### src/rtl/ahb_pkg.sv
// Shared AHB-Lite encodings and load-type helpers for the core-side bus masters.
package ahb_pkg;

  typedef enum logic [1:0] {
    HTRANS_IDLE   = 2'b00,
    HTRANS_BUSY   = 2'b01,
    HTRANS_NONSEQ = 2'b10,
    HTRANS_SEQ    = 2'b11
  } htrans_t;

  localparam logic [2:0] HSIZE_BYTE = 3'b000;
  localparam logic [2:0] HSIZE_HALF = 3'b001;
  localparam logic [2:0] HSIZE_WORD = 3'b010;

  localparam logic [2:0] F3_LB  = 3'b000;
  localparam logic [2:0] F3_LH  = 3'b001;
  localparam logic [2:0] F3_LW  = 3'b010;
  localparam logic [2:0] F3_LBU = 3'b100;
  localparam logic [2:0] F3_LHU = 3'b101;

  // A load may go to the bus only if its type is known and its address is
  // naturally aligned for the access size.
  function automatic logic load_ok(input logic [2:0] funct3, input logic [1:0] addr_lo);
    logic ok;
    ok = 1'b0;
    case (funct3)
      F3_LB, F3_LBU: ok = 1'b1;
      F3_LH, F3_LHU: ok = ~addr_lo[0];
      F3_LW:         ok = (addr_lo == 2'b00);
      default:       ok = 1'b0;
    endcase
    return ok;
  endfunction

endpackage

### src/rtl/load_align.sv
// Little-endian lane extraction and sign/zero extension of a 32-bit read word.
module load_align
  import ahb_pkg::*;
(
  input  logic [31:0] hrdata,
  input  logic [1:0]  addr,
  input  logic [2:0]  funct3,
  output logic [31:0] data
);

  logic [7:0]  lane_b;
  logic [15:0] lane_h;

  // select the addressed byte/halfword, then extend according to load type
  always_comb begin
    lane_b = hrdata[7:0];
    lane_h = hrdata[15:0];
    data   = hrdata;
    case (addr)
      2'd0:    lane_b = hrdata[7:0];
      2'd1:    lane_b = hrdata[15:8];
      2'd2:    lane_b = hrdata[23:16];
      default: lane_b = hrdata[31:24];
    endcase
    if (addr[1]) lane_h = hrdata[31:16];
    case (funct3)
      F3_LB:   data = {{24{lane_b[7]}}, lane_b};
      F3_LH:   data = {{16{lane_h[15]}}, lane_h};
      F3_LBU:  data = {24'h0, lane_b};
      F3_LHU:  data = {16'h0, lane_h};
      default: data = hrdata;
    endcase
  end

endmodule

### src/rtl/ahb_load_master.sv
// Single-outstanding AHB-Lite read initiator for LSU loads.
//
// state   | meaning
// --------+-----------------------------------------------------------
// ST_IDLE | waiting for ld_req; request latched on acceptance
// ST_ADDR | NONSEQ address phase driven until hready
// ST_DATA | data phase; result or bus error captured on hready
// ST_RESP | one-cycle ld_valid with result / error, back to idle
module ahb_load_master
  import ahb_pkg::*;
#(
  parameter int ADDR_W = 32
) (
  input  logic              clk,
  input  logic              n_rst,
  input  logic              ld_req,
  input  logic [ADDR_W-1:0] ld_addr,
  input  logic [2:0]        ld_funct3,
  output logic              ld_busy,
  output logic              ld_valid,
  output logic [31:0]       ld_data,
  output logic              ld_err,
  output logic [ADDR_W-1:0] haddr,
  output logic [1:0]        htrans,
  output logic [2:0]        hsize,
  output logic              hwrite,
  input  logic [31:0]       hrdata,
  input  logic              hready,
  input  logic              hresp
);

  typedef enum logic [1:0] {
    ST_IDLE = 2'd0,
    ST_ADDR = 2'd1,
    ST_DATA = 2'd2,
    ST_RESP = 2'd3
  } state_t;

  state_t            state, state_nxt;
  logic [ADDR_W-1:0] addr_r;
  logic [2:0]        f3_r;
  logic [31:0]       data_r;
  logic              err_r;
  logic [31:0]       aligned;
  logic              req_ok;

  assign req_ok = load_ok(ld_funct3, ld_addr[1:0]);

  load_align u_align (
    .hrdata (hrdata),
    .addr   (addr_r[1:0]),
    .funct3 (f3_r),
    .data   (aligned)
  );

  // state register
  always_ff @(posedge clk or negedge n_rst) begin
    if (!n_rst) state <= ST_IDLE;
    else        state <= state_nxt;
  end

  // request latch and result capture; bad requests skip the bus entirely
  always_ff @(posedge clk or negedge n_rst) begin
    if (!n_rst) begin
      addr_r <= '0;
      f3_r   <= 3'b000;
      data_r <= 32'h0;
      err_r  <= 1'b0;
    end else begin
      if (state == ST_IDLE && ld_req) begin
        addr_r <= ld_addr;
        f3_r   <= ld_funct3;
        data_r <= 32'h0;
        err_r  <= ~req_ok;
      end else if (state == ST_DATA && hready) begin
        data_r <= hresp ? 32'h0 : aligned;
        err_r  <= hresp;
      end
    end
  end

  // next state and outputs, all decoded from registered state only
  always_comb begin
    state_nxt = state;
    ld_busy   = 1'b1;
    ld_valid  = 1'b0;
    ld_data   = 32'h0;
    ld_err    = 1'b0;
    haddr     = '0;
    htrans    = HTRANS_IDLE;
    hsize     = HSIZE_BYTE;
    hwrite    = 1'b0;
    case (state)
      ST_IDLE: begin
        ld_busy = 1'b0;
        if (ld_req) state_nxt = req_ok ? ST_ADDR : ST_RESP;
      end
      ST_ADDR: begin
        htrans = HTRANS_NONSEQ;
        haddr  = addr_r;
        case (f3_r[1:0])
          2'b00:   hsize = HSIZE_BYTE;
          2'b01:   hsize = HSIZE_HALF;
          default: hsize = HSIZE_WORD;
        endcase
        if (hready) state_nxt = ST_DATA;
      end
      ST_DATA: begin
        if (hready) state_nxt = ST_RESP;
      end
      ST_RESP: begin
        ld_valid  = 1'b1;
        ld_data   = data_r;
        ld_err    = err_r;
        state_nxt = ST_IDLE;
      end
      default: state_nxt = ST_IDLE;
    endcase
  end

endmodule

### config.mk
export PLATFORM = sky130hd
export DESIGN_NAME = ahb_load_master
export DESIGN_NICKNAME = d
export VERILOG_FILES = /design/src/rtl/ahb_pkg.sv /design/src/rtl/load_align.sv /design/src/rtl/ahb_load_master.sv
export SDC_FILE = /design/constraint.sdc
export NUM_CORES = 1
export LEC_CHECK = 0
export BUFFER_PORTS_ARGS = -buffer_cell sky130_fd_sc_hd__clkbuf_2
export CAP_MARGIN = 20
export CORE_ASPECT_RATIO = 0.5
export CORE_MARGIN = 8
export CORE_UTILIZATION = 50
export DETAILED_ROUTE_END_ITERATION = 10
export GPL_ROUTABILITY_DRIVEN = 0
export PLACE_DENSITY = 0.81
export REMOVE_ABC_BUFFERS = 1
export SETUP_SLACK_MARGIN = 0.4
export SYNTH_ARGS = -nofsm -noshare
export SYNTH_HDL_FRONTEND = slang
export SYNTH_HIERARCHICAL = 1
export SYNTH_SLANG_ARGS = --single-unit
export TNS_END_PERCENT = 20
### constraint.sdc
create_clock -name clk -period 2.19 [get_ports clk]
set_input_delay 0.438 -clock clk [delete_from_list [all_inputs] [get_ports clk]]
set_output_delay 0.438 -clock clk [all_outputs]
set_load 0.02 [all_outputs]
==> impl_metrics.tcl <==
set metrics [dict create \
    grt_pass1_vias 3419 \
    ff2ff_setup_slack_ns 0.38 \
    power.leakage_nw 2.60 \
    die_y_um 78.5 \
    hold_viol 0 \
    crit_buf_inv 2 \
    wl_per_cell_um 17.0 \
    num_rows 22 \
    setup_viol_count_final 0 \
    synth_commonest_cells "dfrtp_1, and2_1, mux2_2, nand2_1, a22o_1" \
    startpoint_type "register" \
    antenna-diode-count 0 \
    crit_path_end_kind "primary output" \
    final_max_slew_viol_count 0 \
    slowest_stage "dfrtp_2" \
    clk_latency_ns 0.33 \
    grt_pass1_wl_um 17600 \
    ios 145 \
    fin_crit_sh 0.862 \
    numCtsBuffers 9 \
    place_inst 611 \
    instances_no_fill 633 \
    dieArea_um2 11100 \
    rsz0062_at_grt "yes" \
    drive_gt1_frac 0.425 \
    nets 597 \
    io_buffers 141 \
    ys.flop_type "dfrtp_1" \
    cp_slowest_stage_delay_ns 0.43 \
    totalWireLength_um 10800 \
    vias 3375 \
    fp.coreArea_um2 7460 \
    yosysMostFrequentCell "dfrtp_1" \
    maxCapViolCount 0 \
    fin_skew_ns 0.00337 \
    slew_headroom 0.416 \
    worstPathMaxFanout 34 \
    synth-edff-count 0 \
    cts_buffer_depth 2 \
    cp.arrival_ns 1.45 \
    hold_path.class "input port to async pin" \
    synth_area_leaders "dfrtp_1, and2_1, mux2_2" \
    period_needed_ns 1.89 \
    yosysWarnings 6 \
    grt_overflow 0 \
    tightest_slew_ns 0.876 \
    fmax_mhz 530 \
    cts_tree "built" \
    status "finished, final reports clean" \
    ys_ff_latch 70 \
    synth.distinct_cells 35 \
    initial_utilization 0.524 \
    grt_max_degree 71 \
    cts.sinks 70 \
    drc 0 \
    synth_cells 380 \
    p_per_area_nw_per_um2 1470 \
    crit_type "register to primary output" \
    grt.total_usage 0.194 \
    die_w_um 141 \
    crit_family "flip-flops" \
    cts_root_buffer "clkbuf_16" \
    ir_drop_v 0.000647 \
    dp_hpwl_um 7450 \
    required_ns 1.75 \
    path_cells "ha_2, buf_12, and2_1, clkbuf_2" \
    h-tree-depth 3 \
    path_clk_slew_ns 0.06 \
    ant_nets 0 \
    postSynthAreaPerCell_um2 10.3 \
    setup_tns_ns 0 \
    ys_seq_area_frac 0.448 \
    synth.cell_area_um2 3910 \
    synthToLayoutAreaGrowth_pct 31.0 \
    async_flop_share 1.00 \
    antenna_found_initial 0 \
    viasPerCell 5.33 \
    yosysTopAreaCellShare 0.448 \
    firstDrtPassIters 4 \
    synth_largest_area_cell "dfrtp_1" \
    drtIter0Drc 130 \
]
## final cells by class
class,instances,area (µm²)
Fill cell,582,2340
Multi-Input combinational cell,273,1970
Sequential cell,70,1750
Timing Repair Buffer,159,961
Clock buffer,12,246
Tap cell,108,135
Inverter,7,26.3
Clock inverter,4,22.5
## layout by cell type (no fill, tap or decap), types with 3 or more instances in the layout
cell type / instances
inv_1: 6
nand2_1: 36
a22o_1: 32
mux2i_1: 3
and2_1: 63
and2_4: 4
clkinv_2: 3
ha_1: 3
buf_12: 3
o21ai_1: 4
nand2b_1: 6
clkbuf_8: 4
nor2_1: 3
conb_1: 3
clkbuf_16: 9
buf_4: 11
buf_8: 3
mux2_2: 36
dfrtp_1: 69
nor2b_1: 19
a221o_1: 8
clkbuf_2: 136
o21ai_0: 23
a22oi_1: 7
## worst reg2reg max path: stages (launching register included)
cell and delay, ns:
dfrtp_1 0.42, buf_4 0.23, nor2b_1 0.52, a22oi_1 0.23
o21ai_0 0.21, a22o_1 0.14
## final timing paths
check / to / start / cells after the start
setup / recovery: ld_data[24] / state[0]$_DFFE_PN0P_ / 4
hold / removal: data_r[11]$_DFFE_PN0P_ / n_rst / 1
setup reg to reg: data_r[1]$_DFFE_PN0P_ / addr_r[1]$_DFFE_PN0P_ / 5
hold reg to reg: addr_r[21]$_DFFE_PN0P_ / addr_r[21]$_DFFE_PN0P_ / 1
max in group asynchronous: state[0]$_DFFE_PN0P_ / n_rst / 1
min in group clk: addr_r[28]$_DFFE_PN0P_ / ld_addr[28] / 2
## registers in the layout, indices dropped and copies added (netlist names)
signal	count
addr_r	32
data_r	32
f3_r	3
state	2
err_r	1
## what timing repair did
item,in CTS,in global routing
hold buffers,0,0
pin swaps,1,0
gates resized for setup,31,1
buffers inserted,4,0
gates cloned,2,0
setup endpoints to repair,136,119
## cell families (layout without fill, tap and decap cells)
kind of cell	after synthesis	after routing	synth area share
simple gates	142	142	0.206
compound gates	84	84	0.158
flops	70	70	0.448
mux	39	39	0.111
buf+inv	39	182	0.0589
fa+ha+maj	5	5	0.0160
other cells	1	3	0.000960
## layer usage
metal / global-route usage / vias to the layer above / wire length (µm) / share of wire
met2: 0.330 / 123 / 5270 / 0.49
met5: 0 / - / 0 / 0
met3: 0.0513 / 9 / 709 / 0.066
li1: - / 1598 / - / -
met4: 0.0543 / 0 / 93 / 0.0086
met1: 0.242 / 1645 / 4710 / 0.44
## through the flow
| step | util | hold WS (ns) | total power (W) | setup WS (ns) | cell area [µm²] |
|---|---|---|---|---|---|
| 2_1_floorplan | - | 0.142 | 0.00467 | 0.209 | 3710 |
| 4_1_cts | 0.686 | 0.264 | 0.00757 | 0.270 | 5120 |
| 3_5_place_dp | 0.623 | 0.486 | 0.00591 | 0.0786 | 4650 |
| 6_report | 0.686 | 0.218 | 0.00753 | 0.303 | 5120 |
| 5_1_grt | 0.686 | 0.324 | 0.00803 | 0.232 | 5120 |
| 3_3_place_gp | 0.621 | 0.480 | 0.00579 | 0.0694 | 4640 |
## where the power goes
| group | switching [W] | leakage (nW) | internal (W) | total (W) |
|---|---|---|---|---|
| clock | 0.000518 | 0.132 | 0.000791 | 0.00131 |
| sequential | 0.000378 | 0.883 | 0.00194 | 0.00232 |
| combinational | 0.00209 | 1.58 | 0.00182 | 0.00391 |
| total | 0.00298 | 2.60 | 0.00455 | 0.00753 |
(Power assumes the default switching activity.)
